[src/rtl/track_mixer.sv]
// track_mixer: gain-weighted, mute-masked, saturating mix of CHANNELS tracks; defining TRACK_MIXER_CLIP_COUNT_EN adds the clip_count output
module track_mixer #(
  parameter int WORD_WIDTH = 16,
  parameter int CHANNELS = 8
) (
  input  logic clk,
  input  logic rst,
  input  logic enable,
  input  logic sample_tick,
  output logic mix_req,
  output logic mrd,
  input  logic [CHANNELS*WORD_WIDTH-1:0] mdin,
  input  logic [CHANNELS-1:0] mute,
  input  logic gain_wr,
  input  logic [$clog2(CHANNELS)-1:0] gain_ch,
  input  logic [7:0] gain_val,
  output logic [WORD_WIDTH-1:0] mix_out,
  output logic mix_valid,
  output logic overrun
`ifdef TRACK_MIXER_CLIP_COUNT_EN
  , output logic [15:0] clip_count
`endif
);
  localparam int CW = $clog2(CHANNELS);
  localparam int AW = WORD_WIDTH + 2 + CW;
  localparam logic signed [AW-1:0] SMAX = {{(AW-WORD_WIDTH+1){1'b0}}, {(WORD_WIDTH-1){1'b1}}};
  localparam logic signed [AW-1:0] SMIN = ~SMAX;
  typedef enum logic [2:0] {IDLE, REQ, WAIT, ACC, OUT} state_t;
  state_t state_q, state_d;
  logic [CW-1:0] cnt_q, cnt_d;
  logic signed [AW-1:0] acc_q, acc_d, term, sum;
  logic signed [WORD_WIDTH+8:0] prod;
  logic signed [WORD_WIDTH-1:0] smp_q [CHANNELS];
  logic signed [WORD_WIDTH-1:0] smp_d [CHANNELS];
  logic [7:0] gs_q [CHANNELS];
  logic [7:0] gs_d [CHANNELS];
  logic [7:0] gain_q [CHANNELS];
  logic [7:0] gain_d [CHANNELS];
  logic [WORD_WIDTH-1:0] mix_out_q, mix_out_d;
  logic overrun_q, overrun_d, clip, last;
  assign prod = smp_q[cnt_q] * $signed({1'b0, gs_q[cnt_q]});
  assign term = AW'(prod >>> 7);
  assign sum = acc_q + term;
  assign clip = sum > SMAX || sum < SMIN;
  assign last = cnt_q == CW'(CHANNELS - 1);
  assign mix_req = enable;
  assign mrd = state_q == REQ;
  assign mix_valid = state_q == OUT;
  assign mix_out = mix_out_q;
  assign overrun = overrun_q;
  always_comb begin
    state_d = state_q;
    cnt_d = cnt_q;
    acc_d = acc_q;
    smp_d = smp_q;
    gs_d = gs_q;
    gain_d = gain_q;
    mix_out_d = mix_out_q;
    overrun_d = sample_tick && state_q != IDLE;
    if (gain_wr) gain_d[gain_ch] = gain_val;
    case (state_q)
      IDLE: state_d = enable && sample_tick ? REQ : IDLE;
      REQ: begin
        state_d = WAIT;
        cnt_d = '0;
      end
      WAIT: begin
        cnt_d = cnt_q + CW'(1);
        if (cnt_q == CW'(1)) begin
          state_d = ACC;
          cnt_d = '0;
          acc_d = '0;
          for (int i = 0; i < CHANNELS; i++) begin
            smp_d[i] = mute[i] ? '0 : mdin[i*WORD_WIDTH +: WORD_WIDTH];
            gs_d[i] = gain_q[i];
          end
        end
      end
      ACC: begin
        acc_d = sum;
        cnt_d = cnt_q + CW'(1);
        if (last) begin
          state_d = OUT;
          mix_out_d = clip ? (sum[AW-1] ? SMIN[WORD_WIDTH-1:0] : SMAX[WORD_WIDTH-1:0]) : sum[WORD_WIDTH-1:0];
        end
      end
      OUT: state_d = IDLE;
      default: state_d = IDLE;
    endcase
    if (!enable && state_q != IDLE) begin
      state_d = IDLE;
      mix_out_d = mix_out_q;
    end
  end
  always_ff @(posedge clk) begin
    if (rst) begin
      state_q <= IDLE;
      cnt_q <= '0;
      acc_q <= '0;
      smp_q <= '{default: '0};
      gs_q <= '{default: 8'd128};
      gain_q <= '{default: 8'd128};
      mix_out_q <= '0;
      overrun_q <= 1'b0;
    end else begin
      state_q <= state_d;
      cnt_q <= cnt_d;
      acc_q <= acc_d;
      smp_q <= smp_d;
      gs_q <= gs_d;
      gain_q <= gain_d;
      mix_out_q <= mix_out_d;
      overrun_q <= overrun_d;
    end
  end
`ifdef TRACK_MIXER_CLIP_COUNT_EN
  logic clip_q, clip_d;
  logic [15:0] clip_count_q, clip_count_d;
  always_comb begin
    clip_d = state_q == ACC && last ? clip : clip_q;
    clip_count_d = state_q == OUT && clip_q && clip_count_q != 16'hffff ? clip_count_q + 16'd1 : clip_count_q;
  end
  always_ff @(posedge clk) begin
    if (rst) begin
      clip_q <= 1'b0;
      clip_count_q <= '0;
    end else begin
      clip_q <= clip_d;
      clip_count_q <= clip_count_d;
    end
  end
  assign clip_count = clip_count_q;
`endif
endmodule

[config.mk]
export PLATFORM = sky130hd
export DESIGN_NAME = track_mixer
export DESIGN_NICKNAME = d
export VERILOG_FILES = /design/src/rtl/track_mixer.sv
export SDC_FILE = /design/constraint.sdc
export NUM_CORES = 1
export LEC_CHECK = 0
export CAP_MARGIN = 20
export CORE_MARGIN = 2
export CORE_UTILIZATION = 40
export CTS_BUF_LIST = sky130_fd_sc_hd__clkbuf_16
export CTS_CLUSTER_DIAMETER = 30
export DETAILED_ROUTE_END_ITERATION = 8
export MAX_ROUTING_LAYER = met4
export PLACE_DENSITY = 0.58
export SYNTH_ARGS = -nofsm -noshare
export SYNTH_HDL_FRONTEND = slang
export SYNTH_SLANG_ARGS = --single-unit
[constraint.sdc]
create_clock -name clk -period 14.2 [get_ports clk]
set_input_delay 1.42 -clock clk [delete_from_list [all_inputs] [get_ports clk]]
set_output_delay 1.42 -clock clk [all_outputs]
set_load 0.02 [all_outputs]
==> metrics.md, run 1 <==
| Metric | Value |
|---|---|
| Flops & latches, synth | `300` |
| Inserted Clock Buffers | `72` |
| Syn Inst Count | `2,095` |
| Share of layout cells above drive strength 1 | `8.52%` |
| Row Count | `77` |
| Synth Area per Inst | `8.50 µm²` |
| Vias in the first global route | `14,965` |
| Switch share | `21.8%` |
| Max-cap violations | `0` |
| Core area | `44,100 µm²` |
| Drt wl/cell | `17.2 µm` |
| Antenna violations before repair | `0` |
| Post-DRT Antenna Nets | `0` |
| Post-CTS Setup Inserts | `0` |
| Fin Clk Skew | `0.0291 ns` |
| Slew HR | `27.4%` |
| Post-Route Setup TNS | `0 ns` |
| Area grow syn2layout | `24.9%` |
| Seq pwr share | `33.8%` |
| LEAKAGE | `9.00 nW` |
| Post-CTS Resized | `0` |
| Sequential-to-total area share from yosys stat | `33.7%` |
| Routability cong. | `0.849` |
| Worst VDD drop | `75.5 µV` |
| Met2 WL post-DR | `24.3 mm` |
| Final period util | `71.1%` |
| GRT Util Overall | `21.9%` |
| Hold WC Path Type | `reg2reg` |
| Status | `finished, final reports clean` |
| Power Density | `114 nW/µm²` |
| Post-synth EDFFs | `0` |
| Clock Tree Buf Depth | `3` |
| Area of all sequential standard cells | `6010 µm²` |
| Least-Margin Pin Slew | `1.09 ns` |
| Final setup fails | `0` |
| Post-DR vias/cell | `5.17` |
| CP Class | `reg2reg` |
| Post-detail-place hpwl | `35.6 mm` |
| Power, Total | `2.53 mW` |
| Routed wire length | `49.6 mm` |
| DRT iter0 DRCs | `895` |
| Ys Warns | `0` |
| Worst Path Required | `14.70 ns` |
| Critical path launch point type | `flop` |
| Tmin final | `10.09 ns` |
| CTS H-tree depth | `3` |
| Initial Utilization | `40.4%` |
| CTS tree | `yes` |
| Post-synth ARST share | `0%` |
| Height of the die | `215 µm` |
| Drt drc | `0` |
| Combinational power share | `4.3%` |
| IO buf count | `171` |
| Cell Area, Synth | `17,800 µm²` |
| Cts hold-fix bufs | `0` |
| Final Hold Vio Count | `0` |
| Final-layout fill cell count | `4,254` |
| Pin count of the biggest net entering global routing | `127` |
| Pre-Repair DR Iteration Count | `5` |
| Delay of the slowest critical-path stage | `0.68 ns` |
| RSZ-0062 raised after global routing | `false` |
| Post-layout net count | `2,555` |
| Multi-input gate area | `10,700 µm²` |
| Root buffer cell | `clkbuf_16` |
| Post-synth cell types | `70` |
| Critical path fanouts, max | `40` |
| Die ar. | `46,200 µm²` |
| Die W | `215 µm` |
| Main synth FF type | `dfxtp_1` |
| Via count | `14,876` |
| Fmax | `99.1 MHz` |
| Inserted Diodes | `0` |
| Clock sinks | `300` |
| Max Used Layer | `met4` |
| Final Max Tran Viols | `0` |
| WL met3 | `2.01 mm` |
| Internal power | `1.98 mW` |
| Wl on met1 | `22.2 mm` |
| Global-route wire length before repair | `78.9 mm` |
| Total gr overflow | `0` |
| Syn nets | `2,419` |
| P_sw | `0.554 mW` |
| CP max-delay cell | `mux2i_1` |
| I/O pin count | `172` |
| CP arrival | `10.59 ns` |
| Nature of the critical path endpoint | `flop` |
| Worst-skew pair later-pin latency | `0.58 ns` |
| Clock share of power | `61.9%` |
| Clk pin slew, worst setup/hold paths | `0.04 ns` |
-- Yosys cell counts (all sizes together), types with 2 or more instances --
cell / instances / area [µm²]
mux4: 48 / 1110
nor3b: 3 / 22.5
mux2i: 19 / 190
nor3: 10 / 50.1
buf: 31 / 178
o21a: 12 / 90.1
a211oi: 3 / 22.5
nand4: 7 / 43.8
nand2b: 5 / 31.3
xnor2: 21 / 184
clkbuf: 93 / 353
o2bb2ai: 5 / 43.8
o21ai: 12 / 60.1
xor2: 11 / 96.3
nor2: 132 / 495
inv: 164 / 616
o21bai: 5 / 37.5
and2b: 2 / 15.0
and4: 2 / 17.5
ha: 70 / 876
a311oi: 2 / 17.5
a31oi: 10 / 62.6
and2: 7 / 48.8
nand3: 27 / 135
nand2: 483 / 1810
fa: 102 / 2040
nand3b: 144 / 1080
o221a: 10 / 113
a21boi: 3 / 22.5
o31a: 2 / 26.3
a21o: 11 / 82.6
and3: 6 / 40.0
dfxtp: 300 / 6010
o2111ai: 3 / 26.3
a21oi: 289 / 1460
or2: 7 / 43.8
or4: 2 / 15.0
a31o: 2 / 17.5
o211ai: 3 / 22.5
nor2b: 10 / 62.6
-- per-layer routing --
metal  GRT usage (%)  vias up
met1            27.7     7191
met4            6.76        0
met3            3.44       75
met2            36.1      318
met5               -        -
li1                -     7292
-- power groups by stage --
stage          registers, mW  clock network [mW]  logic (mW)
2_1_floorplan          0.869                   0      0.0532
4_1_cts                0.857                1.60       0.110
5_1_grt                0.857                1.65       0.118
3_3_place_gp           0.871                   0       0.109
6_report               0.857                1.57       0.110
3_5_place_dp           0.872                   0       0.110
-- through the flow --
| stage | hold slack, ns | area (µm²) | setup slack (ns) | instances | util [%] |
|---|---|---|---|---|---|
| 2_1_floorplan | 0.427 | 17800 | 5.35 | 2095 | - |
| 3_3_place_gp | 0.436 | 19800 | 4.12 | 2743 | 44.9 |
| 3_5_place_dp | 0.440 | 19900 | 4.18 | 2747 | 45.0 |
| 4_1_cts | 0.446 | 22200 | 4.10 | 2878 | 50.3 |
| 5_1_grt | 0.461 | 22200 | 3.37 | 2880 | 50.4 |
| 6_report | 0.443 | 22200 | 4.11 | 2880 | 50.4 |
-- final cells by class --
type | count | area share [%]
tap | 592 | 3.33
inverter | 165 | 2.79
timing repair buffer | 187 | 8.40
multi-input combinational | 1505 | 47.9
sequential | 300 | 27.0
clock inverter | 56 | 2.10
clock buffer | 75 | 8.44
-- registers in the layout, summed over array words and instances (netlist names) --
name	flops
gain_q	64
cnt_q	3
acc_q	21
overrun	1
mix_out	16
state_q	3
smp_q	128
gs_q	64
-- cells in the final DEF (no fill, tap or decap), drive strengths merged, types with 11 or more instances in the layout --
cell type	synthesis	routed
nand3b	144	144
dfxtp	300	300
clkdlybuf4s50	0	170
a21o	11	11
xnor2	21	21
a21oi	289	289
buf	31	16
o21a	12	12
ha	70	70
nor2	132	132
nand3	27	27
mux4	48	48
clkinv	1	31
fa	102	102
xor2	11	11
o21ai	12	12
nand2	483	483
mux2i	19	19
clkbuf	93	76
inv	164	177
-- critical path: cells and delay by family, from the launching register on --
family	cells	cell delay, ns
compound gates	15	3.71
fa+ha+maj	6	2.27
mux	2	1.26
simple gates	4	1.01
buf+inv	3	0.88
flops	1	0.48
xor+xnor	2	0.36
-- final timing paths --
kind	startpoint	to	slack, ns	cells after the start
setup / recovery	cnt_q[0]	mix_out[6]	4.11	32
hold / removal	smp_q[78]	smp_q[78]	0.44	2
setup reg to reg	cnt_q[0]	mix_out[6]	4.11	32
hold reg to reg	smp_q[78]	smp_q[78]	0.44	2
-- kinds of logic after synthesis --
kind of cell / synth area share, %
simple gates: 22.2
compound gates: 12.4
flops: 33.7
buf+inv: 6.51
fa+ha+maj: 16.4
mux: 7.28
xor+xnor: 1.57
Note: power is estimated with default switching activity, not from simulation.
==> inputs of run 2 (changes only) <==
Clock period 14.2 ns to 10.5 ns, I/O delays scaled along.
==> metrics.md, run 2 (same netlist as run 1, synthesis figures left out) <==
| Metric | Value |
|---|---|
| Fmax | `102 MHz (+3.3%)` |
| Biggest register | `smp_q` |
| Root buffer cell | `clkbuf_16` |
| CP arrival | `10.31 ns (-0.28 ns)` |
| Core area | `44,100 µm² (unchanged)` |
| Final setup fails | `0 (unchanged)` |
| Post-Route Setup TNS | `0 ns (unchanged)` |
| Total gr overflow | `0 (unchanged)` |
| Clock sinks | `300 (unchanged)` |
| Slew HR | `29.8% (+2.4 points)` |
| Switch share | `22.5% (+0.64 points)` |
| GRT Util Overall | `22.5% (+0.59 points)` |
| CTS tree | `yes` |
| Share of layout cells above drive strength 1 | `8.79% (+0.27 points)` |
| Clk pin slew, worst setup/hold paths | `0.04 ns (about the same)` |
| Height of the die | `215 µm (unchanged)` |
| Worst-skew pair later-pin latency | `0.59 ns (about the same)` |
| Critical path fanouts, max | `16 (-60%)` |
| Critical path launch point type | `flop` |
| Power Density | `159 nW/µm² (+39%)` |
| Inserted Diodes | `0 (unchanged)` |
| Worst VDD drop | `139 µV (+83%)` |
| Drt drc | `0 (unchanged)` |
| CTS H-tree depth | `3 (unchanged)` |
| Worst Path Required | `11.04 ns (-3.66 ns)` |
| LEAKAGE | `9.09 nW (+1.0%)` |
| Die ar. | `46,200 µm² (unchanged)` |
| Delay of the slowest critical-path stage | `0.70 ns (+0.02 ns)` |
| Inserted Clock Buffers | `74 (+2.8%)` |
| Hold_ws | `0.443 ns (+0.000508 ns)` |
| RSZ-0062 raised after global routing | `false` |
| Internal power | `2.76 mW (+40%)` |
| Post-DR vias/cell | `5.18 (+0.30%)` |
| Post-CTS Setup Inserts | `0 (unchanged)` |
| Post-CTS Resized | `0 (unchanged)` |
| DRT iter0 DRCs | `904 (+1.0%)` |
| Routed wire length | `51.1 mm (+3.1%)` |
| Final std cells w/o fill | `2,889 (+0.31%)` |
| DP Area | `19,900 µm² (+0.29%)` |
| Routability cong. | `0.849 (about the same)` |
| Max-cap violations | `0 (unchanged)` |
| Post-detail-place hpwl | `36.8 mm (+3.2%)` |
| Final Max Tran Viols | `0 (unchanged)` |
| Final period util | `93.1% (+22 points)` |
| P_sw | `0.802 mW (+45%)` |
| Commonest non-fill, non-tap cells in the layout | `nand2_1 (482), dfxtp_1 (298), a21oi_1 (288)` |
| Clock share of power | `63.3% (+1.4 points)` |
| Global-route wire length before repair | `80.8 mm (+2.4%)` |
| Via count | `14,967 (+0.61%)` |
| Core Util, Final | `50.9% (+0.44 points)` |
| Die W | `215 µm (unchanged)` |
| Final Hold Vio Count | `0 (unchanged)` |
| CP Class | `reg2reg` |
| Clock Tree Buf Depth | `3 (unchanged)` |
| Initial Utilization | `40.4% (unchanged)` |
| Pin count of the biggest net entering global routing | `142 (+12%)` |
| Row Count | `77 (unchanged)` |
| Status | `finished, final reports clean` |
| Post-DRT Antenna Nets | `0 (unchanged)` |
| Inst Count DP | `2,752 (+0.18%)` |
| Final instance area | `22,400 µm² (+0.88%)` |
| Post-layout net count | `2,561 (+0.23%)` |
| Area grow syn2layout | `26.0%` |
| IO buf count | `171 (unchanged)` |
| Max FFs per register | `128 (unchanged)` |
| Pre-Repair DR Iteration Count | `5 (unchanged)` |
| Antenna violations before repair | `0 (unchanged)` |
| Fin Clk Skew | `0.0207 ns (-0.00846 ns)` |
| I/O pin count | `172 (unchanged)` |
| Nature of the critical path endpoint | `flop` |
| Drt wl/cell | `17.7 µm (+2.7%)` |
| CP max-delay cell | `mux4_1` |
| Tmin final | `9.77 ns (-0.318 ns)` |
| Hold WC Path Type | `reg2reg` |
| Cts hold-fix bufs | `0 (unchanged)` |
| Commonest non-fill, non-tap cell in the layout | `nand2_1` |
| R2R cell count | `30 (-6.3%)` |
| Combinational power share | `4.1% (-0.2 points)` |
| Vias in the first global route | `15,090 (+0.84%)` |
| Final-layout fill cell count | `4,228 (-0.61%)` |
| Seq pwr share | `32.5% (-1.3 points)` |
| Hold path depth | `2 (unchanged)` |
| Top Registers | `smp_q x128, gain_q x64, gs_q x64` |
| Least-Margin Pin Slew | `1.05 ns (-0.0355 ns)` |
-- run 2: cell types whose count changed in the layout (fill, tap and decap cells not counted), moves of 2 or more --
cell	delta
inv_1	-2
bufinv_16	+2
clkinv_1	+4
clkinv_8	+2
buf_4	+4
clkinvlp_4	-2
clkinv_4	-3
inv_16	+2
-- run 2: layout make-up --
type                       instances  area, µm²  area share [%]
sequential                       300       6010            26.8
timing repair buffer             191       1910            8.49
clock buffer                      76       1900            8.47
clock inverter                    60        601            2.68
inverter                         165        621            2.77
tap                              592        741            3.30
multi-input combinational       1505      10700            47.5
-- run 2: worst max-delay path, delay by kind of cell, from the launching register on --
| kind | cells | cell delay (ns) |
|---|---|---|
| flip-flops | 1 | 0.66 |
| adder cells (fa/ha/maj) | 6 | 2.69 |
| XOR/XNOR | 2 | 0.31 |
| multiplexers | 2 | 1.15 |
| AND/OR/NAND/NOR | 2 | 0.65 |
| AO/OA/AOI/OAI | 15 | 3.82 |
| buffers and inverters | 3 | 0.41 |
-- run 2: final timing paths --
| path | start | slack (ns) | to |
|---|---|---|---|
| worst max-delay path | cnt_q[1] | 0.73 | mix_out[6] |
| worst min-delay path | gain_q[60] | 0.44 | gs_q[60] |
| worst max register to register | cnt_q[1] | 0.73 | mix_out[6] |
| worst min register to register | gain_q[60] | 0.44 | gs_q[60] |
-- run 2: metrics by stage --
stage,worst slack [ns],power [mW]
floorplan,1.65,1.25
global placement,1.07,1.33
detailed placement,0.858,1.33
CTS,0.797,3.59
global route,0.184,3.67
finish,0.729,3.57
-- run 2: metal layers --
layer / GRT usage (%) / wire length, µm / up-vias
met5: - / 0 / -
met4: 7.17 / 1090 / 0
li1: - / - / 7299
met3: 3.11 / 1970 / 76
met1: 28.6 / 22700 / 7274
met2: 37.1 / 25300 / 318
-- run 2: power by group through the flow --
stage / combinational, mW / sequential, mW / clock [mW]
finish: 0.148 / 1.16 / 2.26
global route: 0.158 / 1.16 / 2.35
CTS: 0.148 / 1.16 / 2.28
detailed placement: 0.148 / 1.18 / 0
global placement: 0.146 / 1.18 / 0
floorplan: 0.0720 / 1.18 / 0
==> inputs of run 3 (changes only) <==
Settings changed: GPL_TIMING_DRIVEN set to 0.
Clock period 10.5 ns to 11.01 ns, I/O delays scaled along.
==> metrics.md, run 3 (same netlist as run 1, synthesis figures left out) <==
| Metric | Value |
|---|---|
| Total gr overflow | `0 (unchanged)` |
| Worst VDD drop | `122 µV (-12%)` |
| Routability cong. | `0.884 (+4.1%)` |
| Drt wl/cell | `19.0 µm (+7.3%)` |
| Row Count | `77 (unchanged)` |
| Place WS | `-0.0831 ns (-0.942 ns)` |
| CP Class | `reg2reg` |
| Delay of the slowest critical-path stage | `0.80 ns (+0.10 ns)` |
| Critical path launch point type | `flop` |
| CTS H-tree depth | `3 (unchanged)` |
| Inserted Clock Buffers | `71 (-4.1%)` |
| Final instance area | `22,500 µm² (+0.28%)` |
| Die ar. | `46,200 µm² (unchanged)` |
| Core area | `44,100 µm² (unchanged)` |
| Routed wire length | `56.4 mm (+10%)` |
| CP max-delay cell | `clkbuf_1` |
| Slew HR | `30.3% (+0.52 points)` |
| Fin Clk Skew | `0.0184 ns (-0.00222 ns)` |
| Antenna violations before repair | `0 (unchanged)` |
| Biggest register | `smp_q` |
| Inserted Diodes | `0 (unchanged)` |
| Power, Total | `3.24 mW (-9.2%)` |
| Status | `finished, final reports clean` |
| Fmax | `95.1 MHz (-7.1%)` |
| Pin count of the biggest net entering global routing | `11 (-92%)` |
| Tmin final | `10.52 ns (+0.748 ns)` |
| LEAKAGE | `8.99 nW (-1.1%)` |
| Power Density | `144 nW/µm² (-9.4%)` |
| Final period util | `95.5% (+2.5 points)` |
| GRT Util Overall | `24.9% (+2.5 points)` |
| Worst Path Required | `11.47 ns (+0.43 ns)` |
| Max-cap violations | `0 (unchanged)` |
| CP arrival | `10.98 ns (+0.67 ns)` |
| Clk pin slew, worst setup/hold paths | `0.05 ns (about the same)` |
| Area grow syn2layout | `26.3%` |
| Hold_ws | `0.444 ns (+0.00146 ns)` |
| Post-DR vias/cell | `5.27 (+1.8%)` |
| Post-CTS Setup Inserts | `0 (unchanged)` |
| Clock sinks | `300 (unchanged)` |
| Drt drc | `0 (unchanged)` |
| Commonest non-fill, non-tap cell in the layout | `nand2_1` |
| Max FFs per register | `128 (unchanged)` |
| Critical path fanouts, max | `10 (-6)` |
| Global-route wire length before repair | `87.9 mm (+8.8%)` |
| Via count | `15,668 (+4.7%)` |
| Final-layout fill cell count | `4,248 (+0.47%)` |
| Final Max Tran Viols | `0 (unchanged)` |
| Vias in the first global route | `15,925 (+5.5%)` |
| Hold WC Path Type | `reg2reg` |
| Initial Utilization | `40.4% (unchanged)` |
| Final Hold Vio Count | `0 (unchanged)` |
| FF-to-FF setup slack | `0.49 ns (-0.24 ns)` |
| Final setup fails | `0 (unchanged)` |
| Final WS setup | `0.490 ns (-0.238 ns)` |
| DRT iter0 DRCs | `1,034 (+14%)` |
| Least-Margin Pin Slew | `1.05 ns (-0.00774 ns)` |
| Root buffer cell | `clkbuf_16` |
| IO buf count | `160 (-6.4%)` |
| Nature of the critical path endpoint | `flop` |
| Die W | `215 µm (unchanged)` |
| Post-layout net count | `2,652 (+3.6%)` |
| DP Area | `20,200 µm² (+1.2%)` |
| Post-DRT Antenna Nets | `0 (unchanged)` |
| I/O pin count | `172 (unchanged)` |
| Pre-Repair DR Iteration Count | `5 (unchanged)` |
| Height of the die | `215 µm (unchanged)` |
| CTS tree | `yes` |
| Post-detail-place hpwl | `43.8 mm (+19%)` |
| Cts hold-fix bufs | `0 (unchanged)` |
| Worst-skew pair later-pin latency | `0.58 ns (about the same)` |
| Share of layout cells above drive strength 1 | `8.15% (-0.64 points)` |
| Commonest non-fill, non-tap cells in the layout | `nand2_1 (483), dfxtp_1 (300), a21oi_1 (288)` |
| Top Registers | `smp_q x128, gain_q x64, gs_q x64` |
| Clock Tree Buf Depth | `3 (unchanged)` |
## run 3: cell types whose count changed in the layout (fill, tap and decap cells not counted), moves of 3 or more
cell,previous run,this run
buf_1,0,18
buf_4,18,4
buf_6,0,4
bufinv_16,9,6
clkbuf_1,0,88
clkbuf_16,76,72
clkbuf_2,0,6
clkdlybuf4s50_1,170,160
clkinv_1,14,11
clkinv_2,17,12
clkinv_4,0,7
inv_6,4,1
mux2i_1,19,11
mux2i_2,0,7
## run 3: metal layers
layer | global-route usage (%) | vias up | part of all wire (%)
met3 | 3.96 | 75 | 5.1
met4 | 6.83 | 0 | 1.9
met5 | - | - | 0
met1 | 31.8 | 7709 | 44
li1 | - | 7476 | -
met2 | 41.2 | 408 | 49
## run 3: critical path: cells and delay by family, from the launching register on
family	cells	cell delay, ns
AO/OA/AOI/OAI	15	4.38
XOR/XNOR	2	0.50
adder cells (fa/ha/maj)	6	2.79
buffers and inverters	6	1.61
flip-flops	1	0.36
AND/OR/NAND/NOR	4	0.73
## run 3: power by group
group / leakage, nW / total (mW) / internal [mW] / switching (mW)
clock: 1.15 / 1.98 / 1.33 / 0.655
sequential: 2.42 / 1.10 / 1.10 / 0.00527
combinational: 5.42 / 0.155 / 0.0763 / 0.0790
total: 8.99 / 3.24 / 2.50 / 0.739
## run 3: repair_timing
item | 4_1_cts | 5_1_grt
hold endpoints to repair | 0 | 0
gates resized for setup | 2 | 22
setup endpoints to repair | 11 | 15
## run 3: final cells by class
type | instances | area [µm²] | share of cell area [%]
Timing Repair Buffer | 160 | 1600 | 7.12
Inverter | 165 | 621 | 2.76
Clock inverter | 53 | 493 | 2.19
Sequential cell | 300 | 6010 | 26.7
Tap cell | 592 | 741 | 3.29
Clock buffer | 72 | 1800 | 8.01
Buffer | 125 | 552 | 2.45
Multi-Input combinational cell | 1505 | 10700 | 47.5
## run 3: final timing paths
kind	start	to	cells past startpoint
hold / removal	gain_q[32]	gs_q[32]	2
setup / recovery	cnt_q[2]	mix_out[5]	33
setup reg to reg	cnt_q[2]	mix_out[5]	33
hold reg to reg	gain_q[32]	gs_q[32]	2
## run 3: per-stage QoR
step / TNS [ns] / instances / utilization (%)
3_5_place_dp: -0.681 / 2847 / 45.7
2_1_floorplan: 0 / 2095 / -
3_3_place_gp: -0.752 / 2847 / 45.7
5_1_grt: -0.0268 / 2972 / 51.0
6_report: 0 / 2972 / 51.0
4_1_cts: 0 / 2972 / 50.9
